--- src/rtl/fft16_frame_ctrl.sv ---
// fft16_frame_ctrl: frame sequencer for the 16-point parallel FFT datapath.
// Collects 16 serial complex samples into a frame buffer that drives the FFT
// inputs directly. The inputs are held for PIPE_LAT edges, then all 16 results
// are captured into an output buffer. That buffer drains one bin per beat
// while the next frame fills.
// Ports:
//   clk, rstn                          clock, async active-low reset
//   s_valid/s_ready/s_data/s_last      serial sample stream in {imag, real}
//   fft_vin                            16 x 32-bit frame to the FFT (slot n at [32n+:32])
//   fft_vout                           16 x 40-bit FFT result (bin k at [40k+:40])
//   m_valid/m_ready/m_data/m_index/m_last  bin stream out
//   frame_err                          one-cycle pulse on s_last misalignment
//   frame_cnt                          captured-frame count, wraps
//   busy                               any frame in flight
module fft16_frame_ctrl #(
    parameter int unsigned PIPE_LAT = 4,
    parameter int unsigned CNT_W    = 16
) (
    input  logic             clk,
    input  logic             rstn,
    input  logic             s_valid,
    output logic             s_ready,
    input  logic [31:0]      s_data,
    input  logic             s_last,
    output logic [511:0]     fft_vin,
    input  logic [639:0]     fft_vout,
    output logic             m_valid,
    input  logic             m_ready,
    output logic [39:0]      m_data,
    output logic [3:0]       m_index,
    output logic             m_last,
    output logic             frame_err,
    output logic [CNT_W-1:0] frame_cnt,
    output logic             busy
);

    localparam int unsigned NS = 16;
    localparam int unsigned SW = 32;
    localparam int unsigned BW = 40;
    localparam int unsigned IW = 4;
    localparam int unsigned WW = 4;

    typedef enum logic [0:0] {
        ST_FILL = 1'b0,
        ST_WAIT = 1'b1
    } state_e;

    state_e             state_q, state_d;
    logic [IW-1:0]      fill_idx_q, fill_idx_d;
    logic [WW-1:0]      wait_cnt_q, wait_cnt_d;
    logic [NS*SW-1:0]   vin_q, vin_d;
    logic [NS*BW-1:0]   obuf_q, obuf_d;
    logic               full_q, full_d;
    logic [IW-1:0]      out_idx_q, out_idx_d;
    logic               m_last_q, m_last_d;
    logic               s_ready_q, s_ready_d;
    logic               frame_err_q, frame_err_d;
    logic [CNT_W-1:0]   frame_cnt_q, frame_cnt_d;
    logic               busy_q, busy_d;

    logic accept_c;
    logic beat_c;
    logic last_beat_c;
    logic capture_c;

    // Handshake qualifiers; capture may reuse the buffer on its final beat.
    always_comb begin
        accept_c    = s_valid & s_ready_q;
        beat_c      = full_q & m_ready;
        last_beat_c = beat_c & (out_idx_q == IW'(NS - 1));
        capture_c   = (state_q == ST_WAIT) && (wait_cnt_q == '0) && (!full_q || last_beat_c);
    end

    // Next-state logic for fill FSM, output buffer and status outputs.
    always_comb begin
        state_d     = state_q;
        fill_idx_d  = fill_idx_q;
        wait_cnt_d  = wait_cnt_q;
        vin_d       = vin_q;
        obuf_d      = obuf_q;
        full_d      = full_q;
        out_idx_d   = out_idx_q;
        frame_cnt_d = frame_cnt_q;
        frame_err_d = 1'b0;

        unique case (state_q)
            ST_FILL: begin
                if (accept_c) begin
                    vin_d[SW*fill_idx_q +: SW] = s_data;
                    if (fill_idx_q == IW'(NS - 1)) begin
                        state_d    = ST_WAIT;
                        fill_idx_d = '0;
                        wait_cnt_d = WW'(PIPE_LAT - 1);
                    end else begin
                        fill_idx_d = fill_idx_q + IW'(1);
                    end
                end
            end
            ST_WAIT: begin
                if (wait_cnt_q != '0) begin
                    wait_cnt_d = wait_cnt_q - WW'(1);
                end
                if (capture_c) begin
                    state_d = ST_FILL;
                end
            end
            default: state_d = ST_FILL;
        endcase

        // s_last only flags misalignment; the slot count is never resynchronised.
        if (accept_c) begin
            frame_err_d = (s_last != (fill_idx_q == IW'(NS - 1)));
        end

        if (beat_c) begin
            if (out_idx_q == IW'(NS - 1)) begin
                full_d    = 1'b0;
                out_idx_d = '0;
            end else begin
                out_idx_d = out_idx_q + IW'(1);
            end
        end

        // Capture after the beat update so a same-cycle refill wins.
        if (capture_c) begin
            obuf_d      = fft_vout;
            full_d      = 1'b1;
            out_idx_d   = '0;
            frame_cnt_d = frame_cnt_q + CNT_W'(1);
        end

        s_ready_d = (state_d == ST_FILL);
        m_last_d  = (out_idx_d == IW'(NS - 1));
        busy_d    = ((state_d == ST_FILL) && (fill_idx_d != '0)) ||
                    (state_d == ST_WAIT) || full_d;
    end

    // State and output registers.
    always_ff @(posedge clk or negedge rstn) begin
        if (!rstn) begin
            state_q     <= ST_FILL;
            fill_idx_q  <= '0;
            wait_cnt_q  <= '0;
            vin_q       <= '0;
            obuf_q      <= '0;
            full_q      <= 1'b0;
            out_idx_q   <= '0;
            m_last_q    <= 1'b0;
            s_ready_q   <= 1'b1;
            frame_err_q <= 1'b0;
            frame_cnt_q <= '0;
            busy_q      <= 1'b0;
        end else begin
            state_q     <= state_d;
            fill_idx_q  <= fill_idx_d;
            wait_cnt_q  <= wait_cnt_d;
            vin_q       <= vin_d;
            obuf_q      <= obuf_d;
            full_q      <= full_d;
            out_idx_q   <= out_idx_d;
            m_last_q    <= m_last_d;
            s_ready_q   <= s_ready_d;
            frame_err_q <= frame_err_d;
            frame_cnt_q <= frame_cnt_d;
            busy_q      <= busy_d;
        end
    end

    assign s_ready   = s_ready_q;
    assign fft_vin   = vin_q;
    assign m_valid   = full_q;
    assign m_data    = obuf_q[BW*out_idx_q +: BW];
    assign m_index   = out_idx_q;
    assign m_last    = m_last_q;
    assign frame_err = frame_err_q;
    assign frame_cnt = frame_cnt_q;
    assign busy      = busy_q;

endmodule

--- config.mk ---
export PLATFORM = sky130hd
export DESIGN_NAME = fft16_frame_ctrl
export DESIGN_NICKNAME = d
export VERILOG_FILES = /design/src/rtl/fft16_frame_ctrl.sv
export SDC_FILE = /design/constraint.sdc
export NUM_CORES = 2
export LEC_CHECK = 0
export ABC_AREA = 1
export BUFFER_PORTS_ARGS = -buffer_cell sky130_fd_sc_hd__buf_2
export CELL_PAD_IN_SITES_DETAIL_PLACEMENT = 1
export CELL_PAD_IN_SITES_GLOBAL_PLACEMENT = 2
export CORE_AREA = 4 4 483 485
export DETAILED_ROUTE_END_ITERATION = 12
export DIE_AREA = 0 0 487 489
export MAX_ROUTING_LAYER = met4
export PLACE_DENSITY = 0.66
export SYNTH_ARGS = -nofsm -noshare
export SYNTH_HDL_FRONTEND = slang
export SYNTH_SLANG_ARGS = --single-unit
--- constraint.sdc ---
create_clock -name clk -period 2.6 [get_ports clk]
set_input_delay 0.13 -clock clk [delete_from_list [all_inputs] [get_ports clk]]
set_output_delay 0.13 -clock clk [all_outputs]
set_load 0.005 [all_outputs]
==> summary.txt <==
Clock network
  – Clock buffer depth: 3
  – Worst skew pair latency: around 840 ps
  – Total CTS buffers: 150
  – CTS Sinks: 1186
  – Htree depth: 4
  – CTS clk-pin slew, worst paths: approximately 60 ps
  – CTS tree: done
  – Clock Tree Root: clkbuf_16

STA
  – Final hold vios: 0
  – Crit path time final: 3040 ps
  – Slew @ Worst Pin: 957 ps
  – Rel. slew slack: between 30% and 40%
  – Fmax: approximately 0.33 GHz
  – Max Transition Viols Final: 0
  – Final worst slack: -435 ps
  – RSZ-0062 raised after global routing: true
  – Period utilisation layout: 117%
  – Final setup violation count: 40
  – Max Clock Skew: 40.3 ps
  – Hold WS: 49.9 ps

Min path
  – HP Start: fft_vout[584]
  – HP Class: input pin to flip-flop

Route
  – Final WL: 330 mm
  – DR iter-0 viols: 4701
  – Routed Antenna Nets: 0
  – Number of remaining DRC errors: 0
  – Vias per cell: between 4 and 5
  – WL per Instance: 27.2 um
  – Drt first pass iters: 5
  – DR vias: 59026

Cells and area
  – Nets@finish: 9641
  – Commonest non-fill, non-tap cell in the layout: nand2_1
  – Fin util: 35.8%
  – Fin cells: 12135
  – Share of cells above drive strength 1: approximately a quarter
  – Most frequent cells in the layout: 2871 x nand2_1, 1225 x buf_2, 1182 x dfrtp_1, 880 x dlygate4sd3_1, 480 x nor2_1
  – # fillers: 27177
  – Layout Area Growth over Synthesis: 51.7%

Yosys
  – Mean Syn Cell Area: 7.90 um2
  – FFs w/ async S/R, synth: 100%
  – Yosys Warn Count: 0
  – Post-synth top area share: between 50% and 60%
  – Seq/Total Area, Yosys: 54.9%
  – Ys flop type: dfrtp_1
  – Yosys cell types: 33
  – Synthesized Nets: between 7000 and 8000
  – Seq cells post-synth: 1186
  – Post-Synthesis Cells: 6843
  – Ranking of synthesized cells by area: dfrtp_1 55%, nand2_1 20%, o21ai_0 5.0%, nor2_1 3.7%, nand3_1 2.9%
  – Synthesized cell area: 54100 um2
  – Yosys top cell by area: dfrtp_1
  – EDFF count, synth: 0

Die
  – Core Region: 229000 um2
  – Die area: between 200000 and 250000 um2
  – Starting Density: 23.6%
  – Site Rows: between 150 and 200
  – Ports: roughly 1300
  – Die H: about 490 um
  – Die width: 487 um

Worst setup path
  – Start point of the critical path: m_index[0]
  – CP max stage cell: dfrtp_4
  – Worst-path fanout max: 7
  – CP Launch Type: flip-flop
  – Worst Path Required: 2470 ps
  – Worst R2R Setup Slack: 150 ps
  – R2r startpoint: fill_idx_q[1]
  – Setup crit end kind: primary output
  – Setup CP Type: flip-flop to primary output
  – CP most frequent cell: buf_12
  – CP peak stage delay: 420 ps
  – Cells along the critical path: buf_12, clkbuf_16, buf_12, buf_16, o21ai_2, o211ai_1, nand3_2, nand2_2, buf_6
  – Crit path arrival time: 2910 ps
  – Buf/Inv on CP: 5
  – Largest delay contributor family on the critical path: buffers and inverters

Place
  – Dpl hpwl: 230 mm
  – IO buf count: 1253
  – Placed Instances: about 11000
  – Pre-CTS setup slack: -211 ps
  – GPL Wtd Cong: 0.905

Global route
  – Initial antenna violation count: 40
  – Largest net degree at the start of global routing: between 150 and 200
  – Overflow after GRT: 0
  – Number of global-route vias before repair: 61130
  – First-pass GRT wire length: ~460 mm
  – Tot GR Track Use: 27.4%

Status
  – Failing checks: setup timing
  – Status: finished with violations

Pwr
  – PwrDens: 1180 nW/um2
  – Max VDD drop: 0.00143 V
  – Total chip power: 96.4 mW
  – P_leak: approximately 42 nW

Flow run
  – Max cap viols: 0
-- registers in the layout, summed over array words and instances, names as in the netlist --
name        cells
busy            1
fft_vin       512
fill_idx_q      4
frame_cnt      16
frame_err       1
m_index         4
m_last          1
m_valid         1
obuf_q        640
s_ready         1
state_q         1
wait_cnt_q      4
-- cell type report --
class                      count  area (um2)  share of cell area, %
sequential                  1186       29700                   36.2
multi-input combinational   5051       23000                   28.0
antenna                       36        90.1                  0.110
clock buffer                 219        4380                   5.33
tap                         3026        3790                   4.62
inverter                      88         369                  0.450
timing repair buffer        2477       20000                   24.4
timing repair inverter         2        27.5                 0.0336
clock inverter                50         742                  0.905
-- metrics by stage --
step	TNS, ps	instance area, um2
3_3_place_gp	-179	65000
6_report	-14120	82000
2_1_floorplan	0	54100
4_1_cts	-19630	80900
5_1_grt	-19130	82000
3_5_place_dp	-224	65000
-- repair_timing --
item,in CTS,in global routing
setup endpoints to repair,42,346
hold buffers,881,0
hold endpoints to repair,2145,0
buffers inserted,23,23
resized for setup,315,233
pin swaps,54,100
gates cloned,21,12
-- cells by family after synthesis --
| group | synth area share [%] |
|---|---|
| compound gates | 8.84 |
| xor+xnor | 0.227 |
| fa+ha+maj | 0.185 |
| simple gates | 30.9 |
| buf+inv | 4.92 |
| flops | 54.9 |
-- where the power goes --
| group | internal (mW) | total [mW] | switching (mW) |
|---|---|---|---|
| Clock | 12.8 | 21.9 | 9.16 |
| Sequential | 23.6 | 27.6 | 4.02 |
| Combinational | 16.2 | 46.9 | 30.6 |
| Total | 52.6 | 96.4 | 43.8 |
-- routing by layer --
metal | part of all wire, % | vias up | GRT usage (%)
met5 | 0 | - | -
met2 | 45 | 2217 | 42.1
li1 | - | 26424 | -
met3 | 6.1 | 648 | 5.01
met1 | 43 | 29737 | 34.6
met4 | 6.1 | 0 | 14.1
-- path summary, 6_finish.rpt --
| check | endpoint | cells past startpoint |
|---|---|---|
| min | obuf_q[584] | 4 |
| max | m_data[29] | 9 |
| min in group asynchronous | obuf_q[297] | 3 |
| max reg2reg | fft_vin[97] | 6 |
| min reg2reg | fft_vin[404] | 2 |
| max in group asynchronous | fft_vin[490] | 5 |
-- cells in the mapped netlist (4+ instances only) --
cell	count
nand2_1	2946
dfrtp_1	1185
o21ai_0	541
nor2_1	534
nand3_1	312
buf_2	256
clkbuf_1	218
nor3_1	166
o21ai_1	142
nand4_1	132
o211ai_1	80
o22ai_1	80
inv_1	78
or2_2	32
o31ai_1	31
buf_1	29
buf_4	12
nand2_2	10
inv_2	9
ha_1	8
xor2_1	8
xnor2_1	6
nor2_2	5
nor2_4	5
a21oi_1	4
-- tightest hold or removal path: stages --
cell           delay [ps]
dlygate4sd3_1         530
buf_2                 100
nand2_1                40
nand2_1                50
Power figures use the tool's default switching activity.
